===== src/rtl/ext_int_ctrl.sv =====
// External interrupt controller: synchronises, latches and masks IRQ lines into one held request.
// Optional macro IRQ_EDGE_MODE_EN adds per-line rising-edge latching via register 19.
module ext_int_ctrl #(
    parameter int NUM_IRQ        = 8,
    parameter int SYNC_STAGES    = 2,
    parameter int DATA_WIDTH     = 32,
    parameter int REG_ADDR_WIDTH = 5
) (
    input  logic                      i_clk,
    input  logic                      i_arst,
    input  logic [NUM_IRQ-1:0]        i_irq,
    input  logic                      i_int_taken,
    input  logic                      i_eret,
    input  logic                      i_en,
    input  logic [REG_ADDR_WIDTH-1:0] i_address,
    input  logic [DATA_WIDTH-1:0]     i_din,
    output logic [DATA_WIDTH-1:0]     o_dout,
    output logic                      o_ext_int,
    output logic [3:0]                o_irq_id
);
    localparam logic [REG_ADDR_WIDTH-1:0] ADDR_EN   = REG_ADDR_WIDTH'(16);
    localparam logic [REG_ADDR_WIDTH-1:0] ADDR_PEND = REG_ADDR_WIDTH'(17);
    localparam logic [REG_ADDR_WIDTH-1:0] ADDR_ID   = REG_ADDR_WIDTH'(18);
`ifdef IRQ_EDGE_MODE_EN
    localparam logic [REG_ADDR_WIDTH-1:0] ADDR_EDGE = REG_ADDR_WIDTH'(19);
`endif

    typedef enum logic [1:0] {IDLE = 2'd0, REQ = 2'd1, SERVICE = 2'd2} state_t;

    state_t                state, state_nxt;
    logic                  ext_int_nxt;
    logic [3:0]            irq_id_nxt;
    logic [3:0]            win_id;
    logic [NUM_IRQ-1:0]    sync_q [SYNC_STAGES];
    logic [NUM_IRQ-1:0]    irq_s;
    logic [NUM_IRQ-1:0]    pend, pend_nxt;
    logic [NUM_IRQ-1:0]    irq_en;
    logic [NUM_IRQ-1:0]    req, req_nxt;
    logic [DATA_WIDTH-1:0] rd_data;
    logic                  wr_en_reg;
    logic                  unused_din;

    function automatic logic [3:0] highest_id(input logic [NUM_IRQ-1:0] v);
        logic [3:0] id;
        id = 4'd0;
        for (int k = 0; k < NUM_IRQ; k++) begin
            if (v[k]) id = 4'(k);
        end
        return id;
    endfunction

    always_ff @(posedge i_clk or posedge i_arst) begin
        if (i_arst) begin
            for (int k = 0; k < SYNC_STAGES; k++) sync_q[k] <= '0;
        end else begin
            sync_q[0] <= i_irq;
            for (int k = 1; k < SYNC_STAGES; k++) sync_q[k] <= sync_q[k-1];
        end
    end

    assign irq_s      = sync_q[SYNC_STAGES-1];
    assign wr_en_reg  = i_en && (i_address == ADDR_EN);
    assign unused_din = ^i_din;

`ifdef IRQ_EDGE_MODE_EN
    logic [NUM_IRQ-1:0] edge_mode, irq_s_prev, w1c, taken_clr, rise;

    always_ff @(posedge i_clk or posedge i_arst) begin
        if (i_arst) begin
            irq_s_prev <= '0;
            edge_mode  <= '0;
        end else begin
            irq_s_prev <= irq_s;
            if (i_en && (i_address == ADDR_EDGE)) edge_mode <= i_din[NUM_IRQ-1:0];
        end
    end

    // A new rising edge is OR-ed in last so it beats a same-cycle W1C or int_taken clear.
    always_comb begin
        w1c       = (i_en && (i_address == ADDR_PEND)) ? i_din[NUM_IRQ-1:0] : '0;
        taken_clr = (state == REQ && i_int_taken) ? (NUM_IRQ'(1) << o_irq_id) : '0;
        rise      = irq_s & ~irq_s_prev;
        pend_nxt  = (edge_mode & ((pend & ~w1c & ~taken_clr) | rise)) | (~edge_mode & irq_s);
    end
`else
    assign pend_nxt = irq_s;
`endif

    assign req     = pend & irq_en;
    assign req_nxt = pend_nxt & irq_en;
    assign win_id  = highest_id(req);

    always_comb begin
        rd_data = '0;
        case (i_address)
            ADDR_EN:   rd_data[NUM_IRQ-1:0] = irq_en;
            ADDR_PEND: rd_data[NUM_IRQ-1:0] = pend;
            ADDR_ID:   rd_data[5:0]         = {state, o_irq_id};
`ifdef IRQ_EDGE_MODE_EN
            ADDR_EDGE: rd_data[NUM_IRQ-1:0] = edge_mode;
`endif
            default:   rd_data = '0;
        endcase
    end

    always_ff @(posedge i_clk or posedge i_arst) begin
        if (i_arst) begin
            pend   <= '0;
            irq_en <= '0;
            o_dout <= '0;
        end else begin
            pend   <= pend_nxt;
            o_dout <= rd_data;
            if (wr_en_reg) irq_en <= i_din[NUM_IRQ-1:0];
        end
    end

    // Withdrawal looks at the pending vector being loaded this edge, so a dropped line
    // releases the request on the same edge its pending bit clears.
    always_comb begin
        state_nxt   = state;
        ext_int_nxt = o_ext_int;
        irq_id_nxt  = o_irq_id;
        case (state)
            IDLE: begin
                if (|req) begin
                    state_nxt   = REQ;
                    ext_int_nxt = 1'b1;
                    irq_id_nxt  = win_id;
                end
            end
            REQ: begin
                if (i_int_taken) begin
                    state_nxt   = SERVICE;
                    ext_int_nxt = 1'b0;
                end else if (req_nxt == '0) begin
                    state_nxt   = IDLE;
                    ext_int_nxt = 1'b0;
                end else begin
                    irq_id_nxt  = win_id;
                end
            end
            SERVICE: begin
                ext_int_nxt = 1'b0;
                if (i_eret) state_nxt = IDLE;
            end
            default: begin
                state_nxt   = IDLE;
                ext_int_nxt = 1'b0;
            end
        endcase
    end

    always_ff @(posedge i_clk or posedge i_arst) begin
        if (i_arst) begin
            state     <= IDLE;
            o_ext_int <= 1'b0;
            o_irq_id  <= 4'd0;
        end else begin
            state     <= state_nxt;
            o_ext_int <= ext_int_nxt;
            o_irq_id  <= irq_id_nxt;
        end
    end

endmodule


===== config.mk =====
export PLATFORM = sky130hd
export DESIGN_NAME = ext_int_ctrl
export DESIGN_NICKNAME = d
export VERILOG_FILES = /design/src/rtl/ext_int_ctrl.sv
export SDC_FILE = /design/constraint.sdc
export NUM_CORES = 1
export LEC_CHECK = 0
export ABC_AREA = 1
export BUFFER_PORTS_ARGS = -buffer_cell sky130_fd_sc_hd__buf_2
export CAP_MARGIN = 25
export CORE_MARGIN = 4
export CORE_UTILIZATION = 46
export DETAILED_ROUTE_END_ITERATION = 8
export PLACE_DENSITY = 0.81
export SLEW_MARGIN = 20
export SYNTH_ARGS = -nofsm -noshare
export SYNTH_HDL_FRONTEND = slang
export SYNTH_SLANG_ARGS = --single-unit

===== constraint.sdc =====
create_clock -name i_clk -period 1.53 [get_ports i_clk]
set_input_delay 0.2295 -clock i_clk [delete_from_list [all_inputs] [get_ports i_clk]]
set_output_delay 0.2295 -clock i_clk [all_outputs]
set_load 0.1 [all_outputs]

==> results.json, run 1 <==
{
  "core_area_sq_mm": 0.00403,
  "end_kind": "primary output",
  "via_per_inst": 4.59,
  "crit_arrival_ns": 1.12,
  "nNetsFinal": 286,
  "async_flop_share": 1.00,
  "synth_edf_count": 0,
  "pre_cts_slack_ns": 0.193,
  "die_w_um": 72.7,
  "cts_tree": "done",
  "clockRootBuffer": "clkbuf_8",
  "fin_crit_sh": 0.881,
  "row_count": 23,
  "antenna_found_initial": 0,
  "fin_tns_setup_ns": 0,
  "path_cells": "buf_2",
  "start_util": 0.478,
  "gp_congestion": 0.782,
  "comb_power_share": 0.351,
  "p_int_mw": 1.89,
  "syn_inst": 193,
  "synth_commonest_cells": "68 x nand2_1, 46 x dfrtp_1, 25 x buf_4",
  "io_buffers": 37,
  "synthDistinctLibCells": 20,
  "clock_path_buffers": 2,
  "clkSlewWorstSetupHoldPaths_ns": 0.08,
  "finClkSkew_ns": 0.00656,
  "synthFlopType": "dfrtp_1",
  "yosys-top-cells-area": "dfrtp_1 60%, nand2_1 13%, buf_4 9.7%",
  "worst_ir_drop_vdd_mv": 0.571,
  "vias": 1312,
  "synth-seq-cells": 46,
  "yosysTopAreaCell": "dfrtp_1",
  "setup_viol": 0,
  "swShare": 0.429,
  "antennaDiodeCount": 0,
  "drt_iter0_drc": 77,
  "die-area_sq_mm": 0.00529,
  "area_growth_pct": 12.1,
  "rsz0062_at_grt": "false",
  "power.share.sequential": 0.444,
  "leakage_nw": 1.21,
  "report.power.total_mw": 3.31,
  "clkPwrFrac": 0.205,
  "cpLargestDelayFamily": "buffers and inverters",
  "synth_top_area_share": 0.598,
  "slew_violations": 0,
  "grt_pass1_wl_mm": 5.50,
  "seq_area_frac_synth": 0.598,
  "synth.most_common_cell": "nand2_1",
  "ys_warn_count": 0,
  "cts.sinks": 46,
  "grt_pass1_vias": 1335,
  "dp_hpwl_mm": 2.48,
  "critPathMaxFanout": 3,
  "finalHoldViolations": 0,
  "pin_count": 87,
  "layout_min_cycle_time_ns": 1.35,
  "drive_gt1_frac": 0.233,
  "switchingPower_mw": 1.42,
  "power_density_mw_per_mm2": 1530,
  "startpoint_type": "flip-flop",
  "drc_errors": 0,
  "crit_buf_inv": 1,
  "fill_cells": 373,
  "wl_per_cell_um": 11.6,
  "status": "finished clean",
  "gr-usage-all-layers": 0.136,
  "cap_violations": 0,
  "crit_required_ns": 1.30,
  "drtPass1Iterations": 4,
  "cpPeakStageDelay_ns": 0.44,
  "cts_max_level": 2,
  "grt_max_degree": 47,
  "cts_made_buffers": 5,
  "critical_path_class": "flip-flop to primary output",
  "slowest_stage": "buf_2",
  "routed_wl_mm": 3.31,
  "grt_overflow_total": 0,
  "hp-class": "input pin to flip-flop",
  "die_h_um": 72.7,
  "timing.fmax_ghz": 0.742,
  "syn_area_sq_mm": 0.00193,
  "avgSynthCellArea_sq_um": 9.98,
  "clkLatencyLatePin_ns": 0.29,
  "postRouteAntennaNets": 0,
  "fin_ws_ns": 0.182
}
-- logic make-up after synthesis --
| logic type | synth area share |
|---|---|
| and+or+nand+nor | 0.237 |
| DFF | 0.598 |
| buffers and inverters | 0.133 |
| AOI/OAI and AO/OA | 0.0299 |
| other | 0.00195 |
-- sequential cells by signal, indices dropped and copies added, names as in the netlist --
| name | count |
|---|---|
| state | 2 |
| o_ext_int | 1 |
| o_dout | 8 |
| irq_s | 8 |
| o_irq_id | 3 |
| irq_en | 8 |
| pend | 8 |
| sync_q | 8 |
-- power groups by stage --
stage | logic [mW] | clock network [mW] | registers (mW)
finish | 1.16 | 0.680 | 1.47
CTS | 1.17 | 0.704 | 1.47
floorplan | 0.683 | 0 | 1.83
global placement | 1.15 | 0 | 1.48
detailed placement | 1.17 | 0 | 1.49
global route | 1.25 | 0.737 | 1.49
-- area by class of cell --
class	instances	area, sq um	share of cell area
flip-flops and latches	46	1150	0.533
multi-input cells	133	608	0.282
repair buffers	40	223	0.103
clock buffers	7	76.3	0.0354
well taps	50	62.6	0.0290
inverters	10	37.5	0.0174
-- through the flow --
stage,util,cell area [sq um],std cells,hold slack [ns]
global route,0.536,2160,286,0.0292
CTS,0.536,2160,286,0.0284
global placement,0.514,2070,278,0.278
floorplan,-,2020,217,0.261
finish,0.536,2160,286,0.0403
detailed placement,0.514,2070,278,0.284
-- worst paths after layout --
path | start | end | slack (ns) | cells past startpoint
worst max-delay path | o_irq_id[0] | o_irq_id[0] | 0.18 | 1
worst min-delay path | i_irq[6] | sync_q[14] | 0.04 | 1
worst max register to register | irq_en[2] | o_irq_id[0] | 0.29 | 8
worst min register to register | sync_q[8] | irq_s[0] | 0.35 | 0
max in group asynchronous | i_arst | sync_q[14] | 0.81 | 4
min in group asynchronous | i_arst | sync_q[9] | 0.51 | 4
-- layer usage --
layer	share of wire	vias up	GRT usage
met5	0	-	0
met3	0.099	8	0.0523
met1	0.41	619	0.150
met4	0.020	0	0.0697
li1	-	641	-
met2	0.47	44	0.228
-- repair_timing --
item,4_1_cts,5_1_grt
hold endpoints to repair,46,0
hold buffers,1,0
resized for setup,0,0
setup buffers,0,0
-- cell usage in the layout, fill, tap and decap left out --
cell type,count
a22o_1,3
a31o_2,1
and3_1,1
buf_12,1
buf_2,37
buf_4,1
clkbuf_1,2
clkbuf_8,5
clkinv_1,1
conb_1,25
dfrtp_1,46
dlygate4sd3_1,1
inv_1,9
nand2_1,68
nand2_2,4
nand2_4,1
nand3_1,16
nand3_4,2
nand4_1,1
nor2_1,5
nor2_2,3
o211ai_1,2
o31ai_1,1
(Power assumes the default switching activity.)
==> inputs of run 2 (changes only) <==
==> constraint.sdc (replaced) <==
create_clock -name i_clk -period 1.5 [get_ports i_clk]
set_input_delay 0.225 -clock i_clk [delete_from_list [all_inputs] [get_ports i_clk]]
set_output_delay 0.225 -clock i_clk [all_outputs]
set_load 0.1 [all_outputs]
==> results.json, run 2 (synthesis gave the netlist of run 1 again) <==
{
  "status": "finished clean",
  "postRouteAntennaNets": 0,
  "ctsResizeCount": 0,
  "die_h_um": 72.7,
  "final_common_cell": "nand2_1",
  "maxSlewHeadroom": 0.630,
  "antenna_found_initial": 0,
  "crit_buf_inv": 1,
  "die-area_sq_mm": 0.00529,
  "finalHoldViolations": 0,
  "gr-usage-all-layers": 0.135,
  "leakage_nw": 1.23,
  "core_area_sq_mm": 0.00403,
  "fin_ws_ns": 0.155,
  "row_count": 23,
  "drc_errors": 0,
  "grt_pass1_vias": 1265,
  "final_area_sq_mm": 0.00221,
  "crit_required_ns": 1.27,
  "timing.fmax_ghz": 0.743,
  "holdBufCountCts": 1,
  "pre_cts_slack_ns": 0.264,
  "via_per_inst": 4.44,
  "gp_congestion": 0.777,
  "final_cell_mix": "68 x nand2_1, 46 x dfrtp_1, 37 x buf_2, 25 x conb_1, 16 x nand3_1",
  "routed_wl_mm": 3.22,
  "clkSlewWorstSetupHoldPaths_ns": 0.08,
  "slew_violations": 0,
  "cts_tree": "done",
  "cts_setup_buffers": 0,
  "fin_hold_ws_ns": 0.0291,
  "path_cells": "buf_2",
  "drive_gt1_frac": 0.247,
  "critical_path_class": "flip-flop to primary output",
  "cts.sinks": 46,
  "fin_cells": 289,
  "r2r_slack_ns": 0.27,
  "clkLatencyLatePin_ns": 0.30,
  "critPathLaunch": "o_irq_id[1]",
  "cts_made_buffers": 5,
  "fin_tns_setup_ns": 0,
  "drtPass1Iterations": 5,
  "r2r-start": "irq_en[2]",
  "grt_pass1_wl_mm": 5.32,
  "fin_crit_sh": 0.897,
  "cpLargestDelayFamily": "buffers and inverters",
  "cpPeakStageDelay_ns": 0.44,
  "crit_arrival_ns": 1.12,
  "holdPathEnd": "sync_q[13]",
  "worst_hold_startpoint": "i_irq[5]",
  "finClkSkew_ns": 0.00543,
  "cap_violations": 0,
  "hold_depth": 1,
  "vias": 1283,
  "end_kind": "primary output",
  "grt_max_degree": 26,
  "wl_per_cell_um": 11.1,
  "clock_path_buffers": 2,
  "startpoint_type": "flip-flop",
  "grt_overflow_total": 0,
  "slowest_stage": "buf_2",
  "antennaDiodeCount": 0,
  "dpl-instance-area_sq_mm": 0.00209,
  "report.power.total_mw": 3.58,
  "finish.utilization": 0.548,
  "crit-reg2reg-capture": "o_irq_id[0]",
  "drt_iter0_drc": 38,
  "io_buffers": 37,
  "cts_max_level": 2,
  "worst_pin_slew_ns": 0.551,
  "dp_hpwl_mm": 2.55,
  "die_w_um": 72.7,
  "critPathMaxFanout": 3,
  "r2r_cells": 8,
  "dp_cells": 280,
  "clockRootBuffer": "clkbuf_8",
  "layout_min_cycle_time_ns": 1.35,
  "rsz0062_at_grt": "false",
  "worst_ir_drop_vdd_mv": 0.583,
  "power_density_mw_per_mm2": 1620,
  "pin_count": 87,
  "setup_viol": 0,
  "nNetsFinal": 288,
  "area_growth_pct": 14.6,
  "hp-class": "input pin to flip-flop",
  "start_util": 0.478
}
-- run 2: cell count changes in the layout (fill, tap and decap cells not counted) --
cell / change
bufinv_16: +1
buf_4: +2
clkbuf_1: -1
clkinvlp_4: +1
-- run 2: report_power, final --
part,total (mW),leakage (nW),switching [mW],internal (mW)
Combinational,1.19,0.612,0.972,0.221
Clock,0.891,0.0514,0.395,0.497
Sequential,1.50,0.571,0.108,1.39
Total,3.58,1.23,1.47,2.11
-- run 2: worst max-delay path by stage --
stage,endpoint,slack [ns],depth (start not counted)
CTS,o_irq_id[1],0.14,1
finish,o_irq_id[1],0.15,1
detailed placement,o_irq_id[0],0.26,8
global route,o_irq_id[1],0.10,1
global placement,o_irq_id[0],0.28,8
floorplan,irq_en[0],0.19,1
-- run 2: cell type report --
| class | count | area, sq um |
|---|---|---|
| clock buffer | 6 | 72.6 |
| clock inverter | 2 | 37.5 |
| fill | 366 | 1820 |
| inverter | 10 | 37.5 |
| multi-input combinational | 133 | 608 |
| sequential | 46 | 1150 |
| tap | 50 | 62.6 |
| timing repair buffer | 42 | 238 |
-- run 2: per-layer routing --
layer / share of wire / global-route usage / vias up / routed length (um)
li1: - / - / 649 / -
met1: 0.39 / 0.147 / 586 / 1240
met2: 0.50 / 0.226 / 42 / 1630
met3: 0.089 / 0.0565 / 6 / 285
met4: 0.020 / 0.0615 / 0 / 65
met5: 0 / 0 / - / 0
